<file path="src/rtl/wwjump_sprite_fetch.sv">
// Jump-animation sprite fetcher: a frame/hold sequencer plus a 3-stage hit-test -> ROM -> palette-index pipeline.
// Latency 3 Clk from DrawX/DrawY to pix_index/pix_valid, one pixel per cycle; no backpressure, never stalls.
module wwjump_sprite_fetch #(
    parameter int SPR_W      = 64,
    parameter int SPR_H      = 96,
    parameter int NUM_FRAMES = 4,
    parameter int HOLD_TICKS = 6,
    parameter int ADDR_W     = 15,
    localparam int FN_W      = (NUM_FRAMES > 1) ? $clog2(NUM_FRAMES) : 1
) (
    input  logic              Clk,
    input  logic              Reset,
    input  logic              vsync_tick,
    input  logic              jump_start,
    input  logic [9:0]        DrawX,
    input  logic [9:0]        DrawY,
    input  logic [9:0]        SprX,
    input  logic [9:0]        SprY,
    output logic [ADDR_W-1:0] rom_addr,
    input  logic [3:0]        rom_data,
    output logic [3:0]        pix_index,
    output logic              pix_valid,
    output logic              busy,
    output logic [FN_W-1:0]   frame_num
);

    localparam int HOLD_W = (HOLD_TICKS > 1) ? $clog2(HOLD_TICKS) : 1;
    localparam logic [HOLD_W-1:0] HOLD_LAST  = HOLD_W'(HOLD_TICKS - 1);
    localparam logic [FN_W-1:0]   FRAME_LAST = FN_W'(NUM_FRAMES - 1);
    localparam logic [ADDR_W-1:0] FRAME_SZ   = ADDR_W'(SPR_W * SPR_H);
    localparam logic [ADDR_W-1:0] ROW_SZ     = ADDR_W'(SPR_W);
    localparam logic [10:0]       SPR_W11    = 11'(SPR_W);
    localparam logic [10:0]       SPR_H11    = 11'(SPR_H);

    typedef enum logic {IDLE, JUMP} state_t;

    state_t              state_q;
    logic [HOLD_W-1:0]   hold_q;
    logic [FN_W-1:0]     frame_q;
    logic                busy_q;

    // Frame and hold only move on a vsync tick, so a displayed frame never tears.
    always_ff @(posedge Clk) begin
        if (Reset) begin
            state_q <= IDLE;
            hold_q  <= '0;
            frame_q <= '0;
            busy_q  <= 1'b0;
        end else begin
            case (state_q)
                IDLE: begin
                    if (jump_start) begin
                        state_q <= JUMP;
                        busy_q  <= 1'b1;
                        hold_q  <= '0;
                        frame_q <= '0;
                    end
                end
                JUMP: begin
                    if (vsync_tick) begin
                        if (hold_q == HOLD_LAST) begin
                            hold_q <= '0;
                            if (frame_q == FRAME_LAST) begin
                                state_q <= IDLE;
                                busy_q  <= 1'b0;
                                frame_q <= '0;
                            end else begin
                                frame_q <= frame_q + FN_W'(1);
                            end
                        end else begin
                            hold_q <= hold_q + HOLD_W'(1);
                        end
                    end
                end
                default: begin
                    state_q <= IDLE;
                    busy_q  <= 1'b0;
                end
            endcase
        end
    end

    // Hit test is widened to 11 bits so a sprite hanging off the right/bottom edge does not wrap.
    logic [10:0]       x_end, y_end;
    logic [9:0]        rel_x, rel_y;
    logic              in_spr_d;
    logic [ADDR_W-1:0] rom_addr_d;

    always_comb begin
        x_end      = {1'b0, SprX} + SPR_W11;
        y_end      = {1'b0, SprY} + SPR_H11;
        rel_x      = DrawX - SprX;
        rel_y      = DrawY - SprY;
        in_spr_d   = ({1'b0, DrawX} >= {1'b0, SprX}) && ({1'b0, DrawX} < x_end) &&
                     ({1'b0, DrawY} >= {1'b0, SprY}) && ({1'b0, DrawY} < y_end);
        rom_addr_d = '0;
        if (in_spr_d) begin
            rom_addr_d = ADDR_W'(frame_q) * FRAME_SZ + ADDR_W'(rel_y) * ROW_SZ + ADDR_W'(rel_x);
        end
    end

    logic [ADDR_W-1:0] rom_addr_q;
    logic              in_spr1_q, in_spr2_q;
    logic [3:0]        pix_index_q;
    logic              pix_valid_q;

    // in_spr2_q lines up with rom_data, which the ROM returns one cycle after rom_addr.
    always_ff @(posedge Clk) begin
        if (Reset) begin
            rom_addr_q  <= '0;
            in_spr1_q   <= 1'b0;
            in_spr2_q   <= 1'b0;
            pix_index_q <= 4'd0;
            pix_valid_q <= 1'b0;
        end else begin
            rom_addr_q  <= rom_addr_d;
            in_spr1_q   <= in_spr_d;
            in_spr2_q   <= in_spr1_q;
            pix_index_q <= in_spr2_q ? rom_data : 4'd0;
            pix_valid_q <= in_spr2_q && (rom_data != 4'd0);
        end
    end

    assign rom_addr  = rom_addr_q;
    assign pix_index = pix_index_q;
    assign pix_valid = pix_valid_q;
    assign busy      = busy_q;
    assign frame_num = frame_q;

endmodule

</file>
<file path="config.mk">
export PLATFORM = sky130hd
export DESIGN_NAME = wwjump_sprite_fetch
export DESIGN_NICKNAME = d
export VERILOG_FILES = /design/src/rtl/wwjump_sprite_fetch.sv
export SDC_FILE = /design/constraint.sdc
export NUM_CORES = 1
export LEC_CHECK = 0
export CORE_MARGIN = 5
export CORE_UTILIZATION = 65
export DETAILED_ROUTE_END_ITERATION = 12
export DONT_BUFFER_PORTS = 1
export PLACE_DENSITY = 0.83
export SLEW_MARGIN = 20
export SYNTH_ARGS = -nofsm -noshare
export SYNTH_HDL_FRONTEND = slang
export SYNTH_SLANG_ARGS = --single-unit
</file>
<file path="constraint.sdc">
create_clock -name Clk -period 6.21 [get_ports Clk]
set_input_delay 1.242 -clock Clk [delete_from_list [all_inputs] [get_ports Clk]]
set_output_delay 1.242 -clock Clk [all_outputs]
set_load 0.05 [all_outputs]
</file>
==> results of run 1 <==
layout make-up:
class                   count  area [um2]  share of cell area [%]
inverters                  38         143                    5.45
clock buffers               5        68.8                    2.63
well taps                  48        60.1                    2.30
flip-flops and latches     29         581                    22.2
multi-input cells         220        1700                    64.9
clock inverters             3        65.1                    2.49
worst paths after layout:
check | from | to | slack [ns] | cells past startpoint
setup reg to reg | frame_num[0] | rom_addr[14] | 3.91 | 7
hold reg to reg | in_spr1_q | in_spr2_q | 0.44 | 1
setup / recovery | SprX[1] | rom_addr[13] | 2.04 | 15
hold / removal | in_spr1_q | in_spr2_q | 0.44 | 1
cells in the mapped netlist (2+ instances only):
library cell | count | area share [%]
xnor2_1 | 17 | 6.1
a21boi_0 | 2 | 0.61
o21a_1 | 5 | 1.5
inv_1 | 37 | 5.7
ha_1 | 40 | 20
o21bai_1 | 3 | 0.92
nand2b_1 | 2 | 0.51
nor2_1 | 23 | 3.5
nor2b_1 | 7 | 1.8
a21oi_1 | 22 | 4.5
clkbuf_1 | 2 | 0.31
nand2_1 | 11 | 1.7
o31a_1 | 2 | 0.72
o211ai_1 | 3 | 0.92
dfxtp_1 | 29 | 24
xor2_1 | 7 | 2.5
nand4_1 | 5 | 1.3
or3_1 | 2 | 0.51
fa_1 | 3 | 2.5
and2_1 | 5 | 1.3
a211oi_1 | 4 | 1.2
and3_1 | 2 | 0.51
nand3b_1 | 2 | 0.61
nor3_1 | 10 | 2.0
a21o_1 | 3 | 0.92
nand3_1 | 6 | 1.2
or2_2 | 2 | 0.51
o21ai_0 | 10 | 2.0
placed cells by master, fill, tap and decap left out, drive strengths merged, types with 2 or more instances in the layout:
master   netlist  final
a211oi         4      4
o21a           5      5
bufinv         0      2
nor2          23     23
nand3          6      6
o21ai         11     11
nand2         11     11
and2           5      5
o31a           2      2
inv           38     38
nand4          6      6
ha            40     40
o211ai         3      3
nand3b         2      2
and3           2      2
a21boi         2      2
dfxtp         29     29
or3            2      2
clkbuf         2      5
nand2b         2      2
xor2           7      7
xnor2         17     17
or2            3      3
o21bai         3      3
fa             3      3
o2111ai        2      2
nor3          10     10
a21oi         23     23
a21o           3      3
nor2b          7      7
state kept, by name (all words and copies together), names as in the netlist:
| signal | flops |
|---|---|
| rom_addr | 15 |
| pix_index | 4 |
| hold_q | 3 |
| frame_num | 2 |
| busy | 1 |
| in_spr1_q | 1 |
| in_spr2_q | 1 |
| pix_valid | 1 |
| state_q | 1 |
logic make-up after synthesis:
family          share of synthesized area (%)
compound gates                           19.8
xor+xnor                                 8.59
fa+ha+maj                                22.9
buf+inv                                  6.80
flops                                    23.7
mux                                     0.409
simple gates                             17.7
where the power goes:
part / internal (mW) / total, mW / switching, mW
sequential: 0.191 / 0.205 / 0.0148
combinational: 0.0979 / 0.214 / 0.116
clock: 0.159 / 0.231 / 0.0713
metal layers:
metal | share of wire (%) | wire length [um]
met4 | 1.4 | 71
met1 | 42 | 2120
met2 | 48 | 2380
met3 | 8.4 | 418
met5 | 0 | 0
==> run_results.csv, run 1 <==
group,metric,value,unit
placement,hpwlAfterDp,4100,um
drt,drt_iter0_drc,67,
placement,pre_cts_ws,1.81,ns
timing,setup_tns,0,ns
drt,dr.pass1.iters,4,
clock_network,holdBufCountCts,0,
clock_network,clk_pin_slew,0.07,ns
critical_path,crit_chain,"inv_1 -> ha_1 -> nor2b_1 -> o31a_1 -> o31a_1 -> or2_1 -> a21oi_1 -> xnor2_1 -> ha_1 -> a21oi_1 -> nor2_1 -> a211oi_1 -> o41ai_1 -> xnor2_1 -> nor2_1",
final_layout,drive_above_1_share,5.42,%
placement,dpl-instance-area,0.00248,mm2
grt,grt_use_met1,22.0,%
floorplan,start_util,66.8,%
drt,vias_per_cell,5.83,
clock_network,numCtsBuffers,5,
timing,min_period,4.17,ns
synthesis,synth-main-ff-cell,"dfxtp_1",
clock_network,cts_setup_buffers,0,
synthesis,async_reset_ff_share,0,%
placement,io_buffers,0,
synthesis,postSynthAreaPerCell,8.41,um2
final_layout,final_area,0.00262,mm2
min_path,hp-class,"flip-flop to flip-flop",
power,pwr_density_cell,249,mW/mm2
critical_path,slowest_delay,0.33,ns
final_layout,nets,385,
critical_path,cp-start-kind,"input pin",
final_layout,syn2layout_area_growth,6.96,%
drt,routedWlPerCell,14.5,um
timing,layout_setup_ws,2.04,ns
grt,gr-usage-met3,5.05,%
floorplan,die_y,71.3,um
final_layout,fin_util,71.5,%
timing,finalSetupViolCount,0,
critical_path,path_max_fanout,3,
synthesis,ys_seq_area_share,23.7,%
grt,use_met2,34.9,%
grt,grt.busiest_layer,"met2",
critical_path,worstSetupPathType,"input pin to flip-flop",
drt,postRouteAntennaNets,0,
placement,gp_congestion,0.892,
clock_network,clockBufferDepth,2,
timing,max_slew_margin,57.6,%
final_layout,n_fill_cell,305,
synthesis,yosysWarnings,0,
placement,dp.cells,335,
timing,hold_viol,0,
floorplan,die_x,71.3,um
run,cap_violations,0,
critical_path,critPathBufInv,1,
final_layout,antenna_cells,0,
timing,skew,0.00328,ns
final_layout,instances_no_fill,343,
clock_network,clkLatencyLatePin,0.28,ns
clock_network,clockRootBuffer,"clkbuf_8",
status,status,"finished clean",
floorplan,core_area,0.00366,mm2
drt,wirelength,4990,um
grt,antenna_found_initial,0,
grt,grt-ovfl-total,0,
clock_network,cts_sinks,29,
synthesis,synth_nets,382,
floorplan,die-area,0.00509,mm2
synthesis,netlist_area,0.00245,mm2
power,total_power,0.650,mW
timing,post-route-period-util,67.1,%
drt,vias,1999,
timing,tightest_slew,0.635,ns
synthesis,synth-edff-count,0,
clock_network,h-tree-depth,2,
timing,rsz0062_at_grt,"false",
critical_path,required,6.37,ns
floorplan,pin_count,71,
power,leakage,1.20,nW
critical_path,slowest_stage,"a211oi_1",
grt,first_global_vias,2014,
synthesis,ys_ff_latch,29,
floorplan,rows,22,
timing,hold_ws,0.443,ns
synthesis,syn_inst,291,
grt,grt_use_total,19.5,%
grt,grt_pass1_wl,8190,um
clock_network,cts_tree,"done",
critical_path,critPathArrivalTime,4.33,ns
drt,drcViolationCount,0,
timing,report.final.slew_viol_count,0,
timing,fmaxAchievable,240,MHz
grt,grt_max_degree,17,
synthesis,ys_types,53,
critical_path,critical-path-top-delay-family,"compound AO/OA/AOI/OAI gates",
power,peakVddDrop,0.000109,V
critical_path,crit_path_end_kind,"flip-flop",
clock_network,cts_resized,0,
No activity file was read; power rests on OpenSTA's default activity.
==> run 2, diff against run 1 <==
--- a/config.mk
+++ b/config.mk
@@ -6,10 +6,10 @@
 export NUM_CORES = 1
 export LEC_CHECK = 0
 export CORE_MARGIN = 5
-export CORE_UTILIZATION = 65
+export CORE_UTILIZATION = 64
 export DETAILED_ROUTE_END_ITERATION = 12
 export DONT_BUFFER_PORTS = 1
-export PLACE_DENSITY = 0.83
+export PLACE_DENSITY = 0.82
 export SLEW_MARGIN = 20
 export SYNTH_ARGS = -nofsm -noshare
 export SYNTH_HDL_FRONTEND = slang
==> constraint.sdc (replaced) <==
create_clock -name Clk -period 4 [get_ports Clk]
set_input_delay 0.8 -clock Clk [delete_from_list [all_inputs] [get_ports Clk]]
set_output_delay 0.8 -clock Clk [all_outputs]
set_load 0.05 [all_outputs]
==> run_results.csv, run 2 (synthesized netlist as in run 1, its figures left out) <==
group,metric,value,unit
drt,routedWlPerCell,14.4,um
status,status,"finished clean",
floorplan,pin_count,71,
placement,gp_congestion,0.938,
critical_path,critPathArrivalTime,3.82,ns
floorplan,start_util,66.3,%
final_layout,syn2layout_area_growth,5.32,%
clock_network,holdBufCountCts,0,
timing,post-route-period-util,90.1,%
min_path,hp-class,"flip-flop to flip-flop",
clock_network,clockRootBuffer,"clkbuf_8",
drt,dr.pass1.iters,4,
clock_network,numCtsBuffers,5,
timing,max_slew_margin,56.8,%
grt,antenna_found_initial,0,
clock_network,cts_tree,"done",
timing,min_period,3.60,ns
floorplan,rows,22,
power,peakVddDrop,0.000149,V
final_layout,layout_common_cells,"ha_1, inv_1, dfxtp_1",
final_layout,final_common_cell,"ha_1",
timing,tightest_slew,0.647,ns
floorplan,die-area,0.00516,mm2
critical_path,path_max_fanout,3,
drt,postRouteAntennaNets,0,
clock_network,clk_pin_slew,0.07,ns
clock_network,cts_sinks,29,
clock_network,clkLatencyLatePin,0.29,ns
clock_network,cts_resized,0,
power,pwr_density_cell,344,mW/mm2
final_layout,largest_register_ffs,15,
placement,hpwlAfterDp,4130,um
timing,report.final.slew_viol_count,0,
final_layout,nets,386,
final_layout,antenna_cells,0,
grt,first_global_vias,2044,
power,leakage,1.18,nW
timing,fmaxAchievable,277,MHz
timing,skew,0.00245,ns
grt,grt_pass1_wl,8610,um
critical_path,required,4.21,ns
final_layout,drive_above_1_share,5.74,%
critical_path,worstSetupPathType,"input pin to flip-flop",
grt,grt_use_total,20.5,%
floorplan,die_x,71.8,um
critical_path,crit_path_end_kind,"flip-flop",
run,cap_violations,0,
clock_network,cts_setup_buffers,0,
floorplan,die_y,71.8,um
drt,wirelength,4970,um
final_layout,final-seq-area,581,um2
grt,grt_max_degree,17,
timing,hold_viol,0,
drt,vias_per_cell,5.85,
timing,rsz0062_at_grt,"false",
timing,setup_tns,0,ns
timing,hold_ws,0.445,ns
clock_network,h-tree-depth,2,
grt,grt-ovfl-total,0,
final_layout,n_fill_cell,303,
final_layout,multiInputGateArea,0.00170,mm2
drt,drcViolationCount,0,
drt,drt_iter0_drc,71,
clock_network,clockBufferDepth,2,
critical_path,cp-start-kind,"input pin",
drt,vias,2013,
placement,io_buffers,0,
floorplan,core_area,0.00369,mm2
timing,finalSetupViolCount,0,
## run 2: cell types whose count changed in the layout (fill, tap and decap cells not counted), sizes merged
cell      previous run  this run
clkinv               1         2
clkinvlp             0         1
bufinv               2         0
buf                  0         1
## run 2: final timing paths
check	end	startpoint	slack, ns	cells after the start
max reg2reg	rom_addr[14]	frame_num[0]	1.74	7
min reg2reg	in_spr2_q	in_spr1_q	0.44	1
min	in_spr2_q	in_spr1_q	0.44	1
max	rom_addr[14]	SprX[1]	0.40	15
## run 2: area by class of cell
| class | count | area share (%) |
|---|---|---|
| Clock buffer | 5 | 2.67 |
| Sequential cell | 29 | 22.5 |
| Inverter | 38 | 5.54 |
| Timing Repair Buffer | 1 | 0.291 |
| Tap cell | 48 | 2.33 |
| Clock inverter | 3 | 0.680 |
| Multi-Input combinational cell | 220 | 66.0 |
## run 2: power by group
part	internal [mW]	switching, mW
Sequential	0.296	0.0228
Clock	0.120	0.115
Combinational	0.153	0.179
## run 2: critical path: stages
cell     delay [ns]
inv_1          0.04
ha_1           0.28
nor2b_1        0.14
o31a_1         0.27
o31a_1         0.26
or2_1          0.23
a21oi_1        0.23
xnor2_1        0.17
fa_1           0.48
a21o_1         0.17
a21o_1         0.19
nand4_1        0.10
o21ai_0        0.11
a31o_1         0.21
a21oi_1        0.13
## run 2: per-stage QoR
| stage | util, % | cells | worst slack, ns | power [mW] | instance area (um2) |
|---|---|---|---|---|---|
| finish | 69.8 | 344 | 0.396 | 0.886 | 2580 |
| global route | 69.8 | 344 | 0.168 | 0.945 | 2580 |
| CTS | 69.8 | 344 | 0.427 | 0.889 | 2580 |
| detailed placement | 67.5 | 336 | 0.140 | 0.653 | 2490 |
| global placement | 67.5 | 336 | 0.189 | 0.644 | 2490 |
| floorplan | - | 291 | 0.283 | 0.599 | 2450 |
## run 2: layer usage
| metal | track usage, % | up-vias | wire [um] |
|---|---|---|---|
| li1 | - | 1028 | - |
| met1 | 24.4 | 903 | 2200 |
| met2 | 34.1 | 73 | 2260 |
| met3 | 6.17 | 9 | 410 |
| met4 | 8.77 | 0 | 98 |
| met5 | 0 | - | 0 |
